File: src/rtl/flash_spi_initiator.sv
// flash_spi_initiator
//   Byte-oriented SPI mode-0 initiator for one flash device. The controller
//   core hands bytes over a valid/ready command interface. Each returned byte
//   comes back as a single-cycle rx_valid pulse. The block generates SCLK and
//   CS itself.
//
// Parameters
//   CLK_DIV   SCLK half-period in clk cycles (1..255)
//   CS_GAP    minimum clk cycles CS stays high between transactions (1..255)
//
// Ports
//   clk, rst            system clock, asynchronous active-high reset
//   cmd_valid/ready     command handshake; cmd_data is sent MSB first
//   cmd_last            release CS after this byte
//   abort               terminate the current transaction (SHIFT/HOLD only)
//   rx_valid, rx_data   one-cycle pulse with the byte sampled from MISO
//   busy                high whenever the block is not idle
//   spi_clk, spi_cs_n,
//   spi_mosi, spi_miso  flash pins (MISO is already synchronised upstream)
module flash_spi_initiator #(
    parameter int unsigned CLK_DIV = 2,
    parameter int unsigned CS_GAP  = 4
) (
    input  logic       clk,
    input  logic       rst,
    input  logic       cmd_valid,
    input  logic [7:0] cmd_data,
    input  logic       cmd_last,
    output logic       cmd_ready,
    input  logic       abort,
    output logic       rx_valid,
    output logic [7:0] rx_data,
    output logic       busy,
    output logic       spi_clk,
    output logic       spi_cs_n,
    output logic       spi_mosi,
    input  logic       spi_miso
);

    localparam logic [1:0] ST_IDLE  = 2'd0;
    localparam logic [1:0] ST_SHIFT = 2'd1;
    localparam logic [1:0] ST_HOLD  = 2'd2;
    localparam logic [1:0] ST_GAP   = 2'd3;

    localparam logic [7:0] DIV_LAST = 8'(CLK_DIV - 1);
    localparam logic [7:0] GAP_LAST = 8'(CS_GAP - 1);

    logic [1:0] state;
    logic [7:0] div_cnt;
    logic [3:0] half_cnt;
    logic [7:0] gap_cnt;
    logic [7:0] tx_shift;
    logic [7:0] rx_shift;
    logic       last_q;
    logic       ready_en;
    logic       take;

    // ready_en holds cmd_ready low while rst is asserted and releases it on
    // the first clock edge after reset is removed.
    assign cmd_ready = ready_en && ((state == ST_IDLE) || (state == ST_HOLD));
    assign busy      = (state != ST_IDLE);
    assign take      = cmd_valid && cmd_ready;

    always_ff @(posedge clk or posedge rst) begin
        if (rst) begin
            state    <= ST_IDLE;
            div_cnt  <= '0;
            half_cnt <= '0;
            gap_cnt  <= '0;
            tx_shift <= '0;
            rx_shift <= '0;
            last_q   <= 1'b0;
            ready_en <= 1'b0;
            rx_valid <= 1'b0;
            rx_data  <= '0;
            spi_clk  <= 1'b0;
            spi_cs_n <= 1'b1;
            spi_mosi <= 1'b0;
        end else begin
            ready_en <= 1'b1;
            rx_valid <= 1'b0;
            case (state)
                ST_IDLE: begin
                    // abort is ignored here; only the handshake matters
                    if (take) begin
                        state    <= ST_SHIFT;
                        spi_cs_n <= 1'b0;
                        spi_clk  <= 1'b0;
                        spi_mosi <= cmd_data[7];
                        tx_shift <= {cmd_data[6:0], 1'b0};
                        last_q   <= cmd_last;
                        div_cnt  <= '0;
                        half_cnt <= '0;
                        rx_shift <= '0;
                    end
                end
                ST_SHIFT: begin
                    if (abort) begin
                        state    <= ST_GAP;
                        spi_cs_n <= 1'b1;
                        spi_clk  <= 1'b0;
                        gap_cnt  <= '0;
                        rx_shift <= '0;
                    end else if (div_cnt == DIV_LAST) begin
                        div_cnt  <= '0;
                        half_cnt <= half_cnt + 4'd1;
                        spi_clk  <= ~spi_clk;
                        if (!spi_clk) begin
                            // rising SCLK edge: capture MISO
                            rx_shift <= {rx_shift[6:0], spi_miso};
                        end else if (half_cnt == 4'd15) begin
                            // 16th half-period: byte complete, MOSI keeps bit 0
                            rx_valid <= 1'b1;
                            rx_data  <= rx_shift;
                            spi_clk  <= 1'b0;
                            if (last_q) begin
                                state    <= ST_GAP;
                                spi_cs_n <= 1'b1;
                                gap_cnt  <= '0;
                            end else begin
                                state <= ST_HOLD;
                            end
                        end else begin
                            // falling SCLK edge: present next MOSI bit
                            spi_mosi <= tx_shift[7];
                            tx_shift <= {tx_shift[6:0], 1'b0};
                        end
                    end else begin
                        div_cnt <= div_cnt + 8'd1;
                    end
                end
                ST_HOLD: begin
                    // abort outranks a simultaneous accept; that byte is dropped
                    if (abort) begin
                        state    <= ST_GAP;
                        spi_cs_n <= 1'b1;
                        spi_clk  <= 1'b0;
                        gap_cnt  <= '0;
                        rx_shift <= '0;
                    end else if (take) begin
                        state    <= ST_SHIFT;
                        spi_cs_n <= 1'b0;
                        spi_clk  <= 1'b0;
                        spi_mosi <= cmd_data[7];
                        tx_shift <= {cmd_data[6:0], 1'b0};
                        last_q   <= cmd_last;
                        div_cnt  <= '0;
                        half_cnt <= '0;
                        rx_shift <= '0;
                    end
                end
                ST_GAP: begin
                    if (gap_cnt == GAP_LAST) begin
                        state <= ST_IDLE;
                    end else begin
                        gap_cnt <= gap_cnt + 8'd1;
                    end
                end
                default: begin
                    state    <= ST_IDLE;
                    spi_cs_n <= 1'b1;
                    spi_clk  <= 1'b0;
                end
            endcase
        end
    end

endmodule

File: config.mk
export PLATFORM = sky130hd
export DESIGN_NAME = flash_spi_initiator
export DESIGN_NICKNAME = d
export VERILOG_FILES = /design/src/rtl/flash_spi_initiator.sv
export SDC_FILE = /design/constraint.sdc
export NUM_CORES = 1
export LEC_CHECK = 0
export ABC_AREA = 1
export CORE_MARGIN = 1
export CORE_UTILIZATION = 45
export DETAILED_ROUTE_END_ITERATION = 8
export PLACE_DENSITY = 0.76
export REMOVE_ABC_BUFFERS = 1
export SYNTH_ARGS = -nofsm -noshare
export SYNTH_HDL_FRONTEND = slang
export SYNTH_SLANG_ARGS = --single-unit
File: constraint.sdc
create_clock -name clk -period 4 [get_ports clk]
set_input_delay 0.8 -clock clk [delete_from_list [all_inputs] [get_ports clk]]
set_output_delay 0.8 -clock clk [all_outputs]
set_load 0.005 [all_outputs]
# After elaboration in Yosys (flattened, before gate mapping)
# Cells that the tools add are included.
[word_totals]
wordCells = 125
reg_bits = 52
input_bits = 14
[classes]
n_eq_ne = 19
add_sub_neg = 3
bitwise = 2
muxes = 70
reduce_logical = 18
[op_table]
columns = ["operator", "count"]
rows = [
  ["$mux 8", 22],
  ["$pmux 8 s3", 4],
  ["$mux 1", 27],
  ["$add 8x1->8 const B", 2],
  ["$mux 4", 4],
  ["$ne 2x2->1 const B", 8],
  ["$ne 3x3->1 const B", 5],
  ["$mux 2", 7],
  ["$pmux 4 s3", 1],
  ["$reduce_and 5->1", 2],
  ["$pmux 1 s3", 3],
  ["$eq 8x1->1 const B", 1],
  ["$eq 8x2->1 const B", 1],
  ["$pmux 2 s4", 1],
  ["$reduce_and 4->1", 2],
  ["$reduce_and 7->1", 1],
  ["$reduce_and 3->1", 2],
  ["$reduce_and 6->1", 1],
  ["$reduce_bool 3->1", 2],
  ["$add 4x1->4 const B", 1],
  ["$eq 2x2->1 const B", 2],
  ["$eq 4x4->1 const B", 1],
  ["$reduce_and 2->1", 2],
  ["$reduce_bool 2->1", 2],
  ["other kinds (6)", 8],
]

# Depth between registers and ports, before layout
# Gate-level depths: netlist of the first run.
[logic_depth]
word_depth = 7
ltp_mapped = 12
mapped_depth_nobuf = 11

# Least setup slack after synthesis of the first run
# Ideal clock, no wire load.
[synth_path]
path_type = "input to register"
from = "input abort"
to = "register rx_data[0]"
arrival_ps = 1662
path_buffers = 2
slack_ps = 2212
cell_stages = 6
setup_ps = 126
path_cell_list = "nor2_2 > buf_6 > nand2_2 > nor3_4 > buf_4 > o21ai_0"
[synth_between]
elab_chain_len = 2
[synth_rtl]
columns = ["item", "line", "rtl"]
rows = [
  ["start: declaration", "30", "input logic abort,"],
  ["$not 1->1 (no line)", "--", ""],
  ["$reduce_and 5->1 (no line)", "--", ""],
  ["end signal: assignment", "114", "rx_data <= rx_shift;"],
  ["end: declaration", "32", "output logic [7:0] rx_data,"],
]
# Every way passes these cells.
# A chain may end at the register's enable or synchronous reset.

# Worst setup path after layout of the first run
[layout_path]
from = "register state[0]"
to = "output cmd_ready"
[layout_between]
elab_chain_len = 3
elab_cells_between_ends = 4
[layout_rtl]
columns = ["item", "line", "rtl"]
rows = [
  ["start: declaration", "48", "logic [1:0] state;"],
  ["start signal: assignment", "66", "state <= ST_IDLE;"],
  ["start signal: assignment", "86", "state <= ST_SHIFT;"],
  ["start signal: assignment", "99", "state <= ST_GAP;"],
  ["$eq 2x2->1 or $logic_not 2->1 (tied branches)", "60", "assign cmd_ready = ready_en && ((state == ST_IDLE) || (state == ST_HOLD));"],
  ["$logic_or 1x1->1 *", "60", ""],
  ["$logic_and 1x1->1 *", "60", ""],
  ["end: declaration", "29", "output logic cmd_ready,"],
]
# Every way passes the cells marked *; elsewhere a longest branch is shown, timed or not.

==> flow_summary.toml, run 1 <==
[floorplanning]
start_util_pct = 46.7
die_height_microns = 80.4
rows = 28
die-area_sq_mm = 0.00646
core_sq_mm = 0.00592
dieWidth_microns = 80.4
pin_count = 28

[clocking]
cts.clk_slew.worst_paths_ns = 0.09
cts.sink_count = 51
root_buffer = "clkbuf_8"
insertion_delay_ns = 0.31
cts_tree = "yes"
numCtsBuffers = 5
ctsHoldBuffers = 0
post_cts_resize_count = 0
clk_path_buf_depth = 2
post_cts_buffers = 0
htree_levels = 2

[worst_hold_path]
min_to = "tx_shift[6]$_DFFE_PP0P_"
hp-class = "reg -> reg"
hp-start = "tx_shift[6]$_DFFE_PP0P_"
holdPathStages = 2

[timing]
fin_skew_ns = 0.00655
fin_crit_ns = 2.69
hold_viol = 0
setup-tns-final_ns = 0
fin_crit_sh_pct = 67.2
slew_viol_final = 0
worst_pin_slew_ns = 1.04
slew_headroom_pct = 30.5
setup_viol = 0
clock.fmax_mhz = 372
rsz0062_at_grt = "false"

[routing]
drtIter0Drc = 124
first_pass_iters = 4
wirelength_microns = 4960
viasPerCell = 5.12
via_count = 2211
post_drt_wl_per_cell_microns = 11.5
antenna_left = 0
drc = 0

[synth]
synth-seq-cells = 51
ys_types = 34
postSynthCellCount = 328
netlist_area_sq_mm = 0.00277
syn_avg_cell_area_sq_um = 8.43
seq_area_frac_synth_pct = 46.2
yosys_warnings = 0

[place]
gp_congestion = 0.868
placedCellCount = 424
io_buffers = 27
post-dp-hpwl_microns = 3460

[setup_path]
crit_type = "reg -> out"
reg2reg_depth = 8
arrival_ns = 1.89
crit_chain = "inv_1 > ha_1 > nor2_1 > nor2_1 > clkdlybuf4s50_1"
cp-end-kind = "primary output"
r2r-end = "rx_data[6]$_DFFE_PP0P_"
cp.buffers_inverters = 2
critPathMaxStageDelay_ns = 0.51
startpoint_type = "register"
r2r_setup_slack_ns = 1.59
critPathMaxFanout = 8
reg2reg_from = "state[1]$_DFFE_PP0P_"
crit_cells = 5
cp_slowest_cell = "clkdlybuf4s50_1"
cp.required_ns = 3.20
cpMostUsedCell = "nor2_1"
path_delay_family = "buffers and inverters"

[final_layout]
fill_cells = 523
final_cell_mix = "nand2_1 (78), dfrtp_1 (50), o21ai_0 (36), inv_1 (31), clkdlybuf4s50_1 (27)"
drive_above_1_share_pct = 11.2
utilization_pct = 53.5
n_antenna_cell = 0
stdcell_count = 432
area_growth_pct = 14.6
mostFrequentLayoutCell = "nand2_1"
fin_nets = 379

[power_and_ir_drop]
p_per_area_mw_per_mm2 = 541
ir_worst_vdd_v = 0.000280
leakagePower_nw = 1.53
finalPower_mw = 1.71

[grt]
grt_pass1_vias = 2126
antenna_found_initial = 0
grt_usage_pct = 17.7
grt_max_degree = 52
grt_pass1_wl_microns = 9000
grt_overflow = 0

[run]
cap_violations = 0

[outcome]
status = "completed"
-- where the power goes --
part,switching (mW),internal [mW]
clock network,0.170,0.120
logic,0.479,0.269
registers,0.0706,0.606
total,0.719,0.995
-- state kept, by name, indices dropped and copies added, names as in the netlist, 2 cells and up --
| signal | count |
|---|---|
| state | 2 |
| div_cnt | 8 |
| tx_shift | 7 |
| half_cnt | 4 |
| gap_cnt | 8 |
| rx_shift | 8 |
| rx_data | 8 |
-- cell families (layout without fill, tap and decap cells) --
| family | Yosys count | count (layout) | synth area share, % |
|---|---|---|---|
| other | 1 | 1 | 0.136 |
| adders and majority gates | 9 | 9 | 4.07 |
| AOI/OAI and AO/OA | 59 | 59 | 12.7 |
| xor gates and xnor gates | 6 | 6 | 1.90 |
| buffers and inverters | 43 | 72 | 6.74 |
| muxes | 7 | 7 | 2.53 |
| DFF | 51 | 51 | 46.2 |
| and+or+nand+nor | 152 | 152 | 25.7 |
-- layer usage --
metal / track usage, % / routed length, microns / vias up / share of wire (%)
li1: - / - / 1135 / -
met1: 23.8 / 2480 / 1033 / 50
met2: 27.8 / 2240 / 35 / 45
met3: 2.84 / 156 / 8 / 3.1
met4: 8.39 / 91 / 0 / 1.8
met5: 0 / 0 / - / 0
-- synth_stat cells --
cell / instances / share of area (%)
mux2i_1: 7 / 2.5
buf_6: 2 / 0.81
nand4_1: 11 / 2.5
dfrtp_1: 50 / 45
o22ai_1: 2 / 0.45
conb_1: 1 / 0.14
nor2_2: 2 / 0.45
inv_1: 32 / 4.3
a2bb2oi_1: 1 / 0.32
inv_2: 3 / 0.41
clkbuf_1: 1 / 0.14
nand2_1: 78 / 11
o21ai_1: 4 / 0.72
nor3_1: 3 / 0.54
buf_2: 2 / 0.36
nor2_1: 21 / 2.9
nand3_1: 22 / 4.0
o21a_1: 1 / 0.27
buf_4: 2 / 0.54
or2_2: 3 / 0.68
ha_1: 9 / 4.1
clkinv_1: 1 / 0.14
xor2_1: 6 / 1.9
nand2_2: 7 / 1.6
nand3_2: 2 / 0.72
nor3_4: 1 / 0.59
nand3_4: 2 / 1.3
o21ai_0: 36 / 6.5
a22oi_1: 1 / 0.27
o211ai_1: 1 / 0.27
o21ai_2: 8 / 2.5
a21oi_1: 4 / 0.72
a21oi_4: 1 / 0.59
dfstp_2: 1 / 0.95
-- worst reg2reg max path: cells and delay by family, from the launching register on --
family | cells | cell delay (ns)
AOI/OAI and AO/OA | 1 | 0.15
adders and majority gates | 1 | 0.15
buffers and inverters | 3 | 0.52
DFF | 1 | 0.42
and+or+nand+nor | 3 | 1.04
-- how the worst max path moves through the flow --
stage          slack (ns)                endpoint            startpoint
2_1_floorplan        1.67  rx_data[0]$_DFFE_PP0P_  state[1]$_DFFE_PP0P_
3_3_place_gp         1.36  rx_data[0]$_DFFE_PP0P_                 abort
3_5_place_dp         1.25  gap_cnt[4]$_DFFE_PP0P_                 abort
4_1_cts              1.29               cmd_ready  state[0]$_DFFE_PP0P_
5_1_grt              1.17               cmd_ready  state[0]$_DFFE_PP0P_
6_report             1.31               cmd_ready  state[0]$_DFFE_PP0P_
-- stage by stage --
step | instance area (sq um) | worst slack, ns | hold WS (ns)
finish | 3170 | 1.31 | 0.492
global placement | 3090 | 1.36 | 0.468
CTS | 3170 | 1.29 | 0.493
floorplan | 2710 | 1.67 | 0.449
detailed placement | 3090 | 1.25 | 0.470
global route | 3170 | 1.17 | 0.513
-- cell type report --
class / count / area (sq um) / area share, %
sequential: 51 / 1280 / 40.3
multi-input combinational: 234 / 1300 / 41.1
inverter: 36 / 135 / 4.26
clock inverter: 3 / 15.0 / 0.474
clock buffer: 5 / 68.8 / 2.17
timing repair buffer: 28 / 278 / 8.76
tap: 75 / 93.8 / 2.96
Power figures use the tool's default switching activity.
==> run 2, diff against run 1 <==
--- a/config.mk
+++ b/config.mk
@@ -9,7 +9,7 @@
 export CORE_MARGIN = 1
 export CORE_UTILIZATION = 45
 export DETAILED_ROUTE_END_ITERATION = 8
-export PLACE_DENSITY = 0.76
+export PLACE_DENSITY = 0.78
 export REMOVE_ABC_BUFFERS = 1
 export SYNTH_ARGS = -nofsm -noshare
 export SYNTH_HDL_FRONTEND = slang
==> constraint.sdc (replaced) <==
create_clock -name clk -period 2.45 [get_ports clk]
set_input_delay 0.49 -clock clk [delete_from_list [all_inputs] [get_ports clk]]
set_output_delay 0.49 -clock clk [all_outputs]
set_load 0.005 [all_outputs]
==> flow_summary.toml, run 2 (synthesis results as in run 1) <==
[place]
dp_slack_ns = 0.309
gp_congestion = 0.821
io_buffers = 27
post-dp-hpwl_microns = 3700
placedCellCount = 430
placed_area_sq_mm = 0.00314

[timing]
hold_viol = 0
slew_viol_final = 0
rsz0062_at_grt = "false"
fin_skew_ns = 0.00802
holdWs_ns = 0.491
fin_crit_ns = 2.26
setup_viol = 0
clock.fmax_mhz = 442
slew_headroom_pct = 63.5
fin_crit_sh_pct = 92.4
setup-tns-final_ns = 0
worst_pin_slew_ns = 0.546
setup_ws_ns = 0.185

[grt]
grt_max_degree = 23
grt_pass1_vias = 2028
grt_overflow = 0
grt_pass1_wl_microns = 8780
grt_usage_pct = 17.3
antenna_found_initial = 0

[final_layout]
stdcell_area_sq_mm = 0.00325
fin_nets = 385
stdcell_count = 438
area_growth_pct = 17.6
drive_above_1_share_pct = 12.9
utilization_pct = 54.9
mostFrequentLayoutCell = "nand2_1"
n_antenna_cell = 0
final_cell_mix = "nand2_1 (78), dfrtp_1 (50), o21ai_0 (36), inv_1 (31), clkdlybuf4s50_1 (27)"

[floorplanning]
dieWidth_microns = 80.4
rows = 28
core_sq_mm = 0.00592
start_util_pct = 46.7
pin_count = 28
die-area_sq_mm = 0.00646
die_height_microns = 80.4

[power_and_ir_drop]
seqPwrFrac_pct = 38.1
leakagePower_nw = 1.56
p_per_area_mw_per_mm2 = 893
power_switching_mw = 1.21
finalPower_mw = 2.90
power.share.switching_pct = 41.7
power_frac_clock_pct = 17.2
power_frac_comb_pct = 44.7
internal-power_mw = 1.69
ir_worst_vdd_v = 0.000538

[setup_path]
startpoint_type = "register"
cp-end-kind = "primary output"
critPathMaxFanout = 8
crit_type = "reg -> out"
arrival_ns = 1.77
cp.required_ns = 1.96

[routing]
viasPerCell = 5.03
antenna_left = 0
via_count = 2202
post_drt_wl_per_cell_microns = 11.3
drc = 0
wirelength_microns = 4950
first_pass_iters = 4
drtIter0Drc = 115

[outcome]
status = "completed"

[clocking]
cts_tree = "yes"
post_cts_buffers = 0
cts.clk_slew.worst_paths_ns = 0.10
numCtsBuffers = 5
ctsHoldBuffers = 0
insertion_delay_ns = 0.30
htree_levels = 2
clk_path_buf_depth = 2
cts.sink_count = 51
root_buffer = "clkbuf_8"
post_cts_resize_count = 0

[run]
cap_violations = 0

[worst_hold_path]
hp-class = "reg -> reg"
-- run 2: critical path: stages (launching register included) --
cell	delay, ns
dfrtp_1	0.42
inv_1	0.16
ha_4	0.20
nor2_1	0.07
nor2_1	0.11
clkdlybuf4s50_1	0.51
-- run 2: metal layers --
layer  track usage, %  part of all wire [%]
met1             23.8                    50
met2             27.9                    46
met3             3.41                   4.1
met4             4.29                  0.69
met5                0                     0
-- run 2: final timing paths --
kind | startpoint | slack, ns | cells past startpoint | endpoint
min reg2reg | tx_shift[2]$_DFFE_PP0P_ | 0.49 | 2 | tx_shift[2]$_DFFE_PP0P_
max in group asynchronous | rst | 1.36 | 3 | spi_cs_n$_DFFE_PP1P_
min in group asynchronous | rst | 0.52 | 2 | rx_valid$_DFF_PP0_
max | state[0]$_DFFE_PP0P_ | 0.19 | 5 | cmd_ready
min | tx_shift[2]$_DFFE_PP0P_ | 0.49 | 2 | tx_shift[2]$_DFFE_PP0P_
max reg2reg | state[1]$_DFFE_PP0P_ | 0.50 | 7 | rx_data[1]$_DFFE_PP0P_
-- run 2: power groups by stage --
stage	Clock (mW)	Sequential, mW	Combinational, mW
finish	0.500	1.11	1.30
global route	0.552	1.13	1.47
CTS	0.522	1.10	1.30
detailed placement	0	1.12	1.29
global placement	0	1.11	1.26
floorplan	0	1.09	0.923
-- run 2: layout make-up --
cell class                      count  area, sq um
Clock buffer                        5         68.8
Clock inverter                      3         27.5
Fill cell                         542         2670
Inverter                           36          135
Multi-Input combinational cell    234         1310
Sequential cell                    51         1280
Tap cell                           75         93.8
Timing Repair Buffer               34          335
==> run 3, diff against run 2 <==
--- a/config.mk
+++ b/config.mk
@@ -6,6 +6,7 @@
 export NUM_CORES = 1
 export LEC_CHECK = 0
 export ABC_AREA = 1
+export ABC_CLOCK_PERIOD_IN_PS = 2450
 export CORE_MARGIN = 1
 export CORE_UTILIZATION = 45
 export DETAILED_ROUTE_END_ITERATION = 8
==> results of run 3 <==
Same layout as run 2: the final DEF is identical, and so are final timing and power.
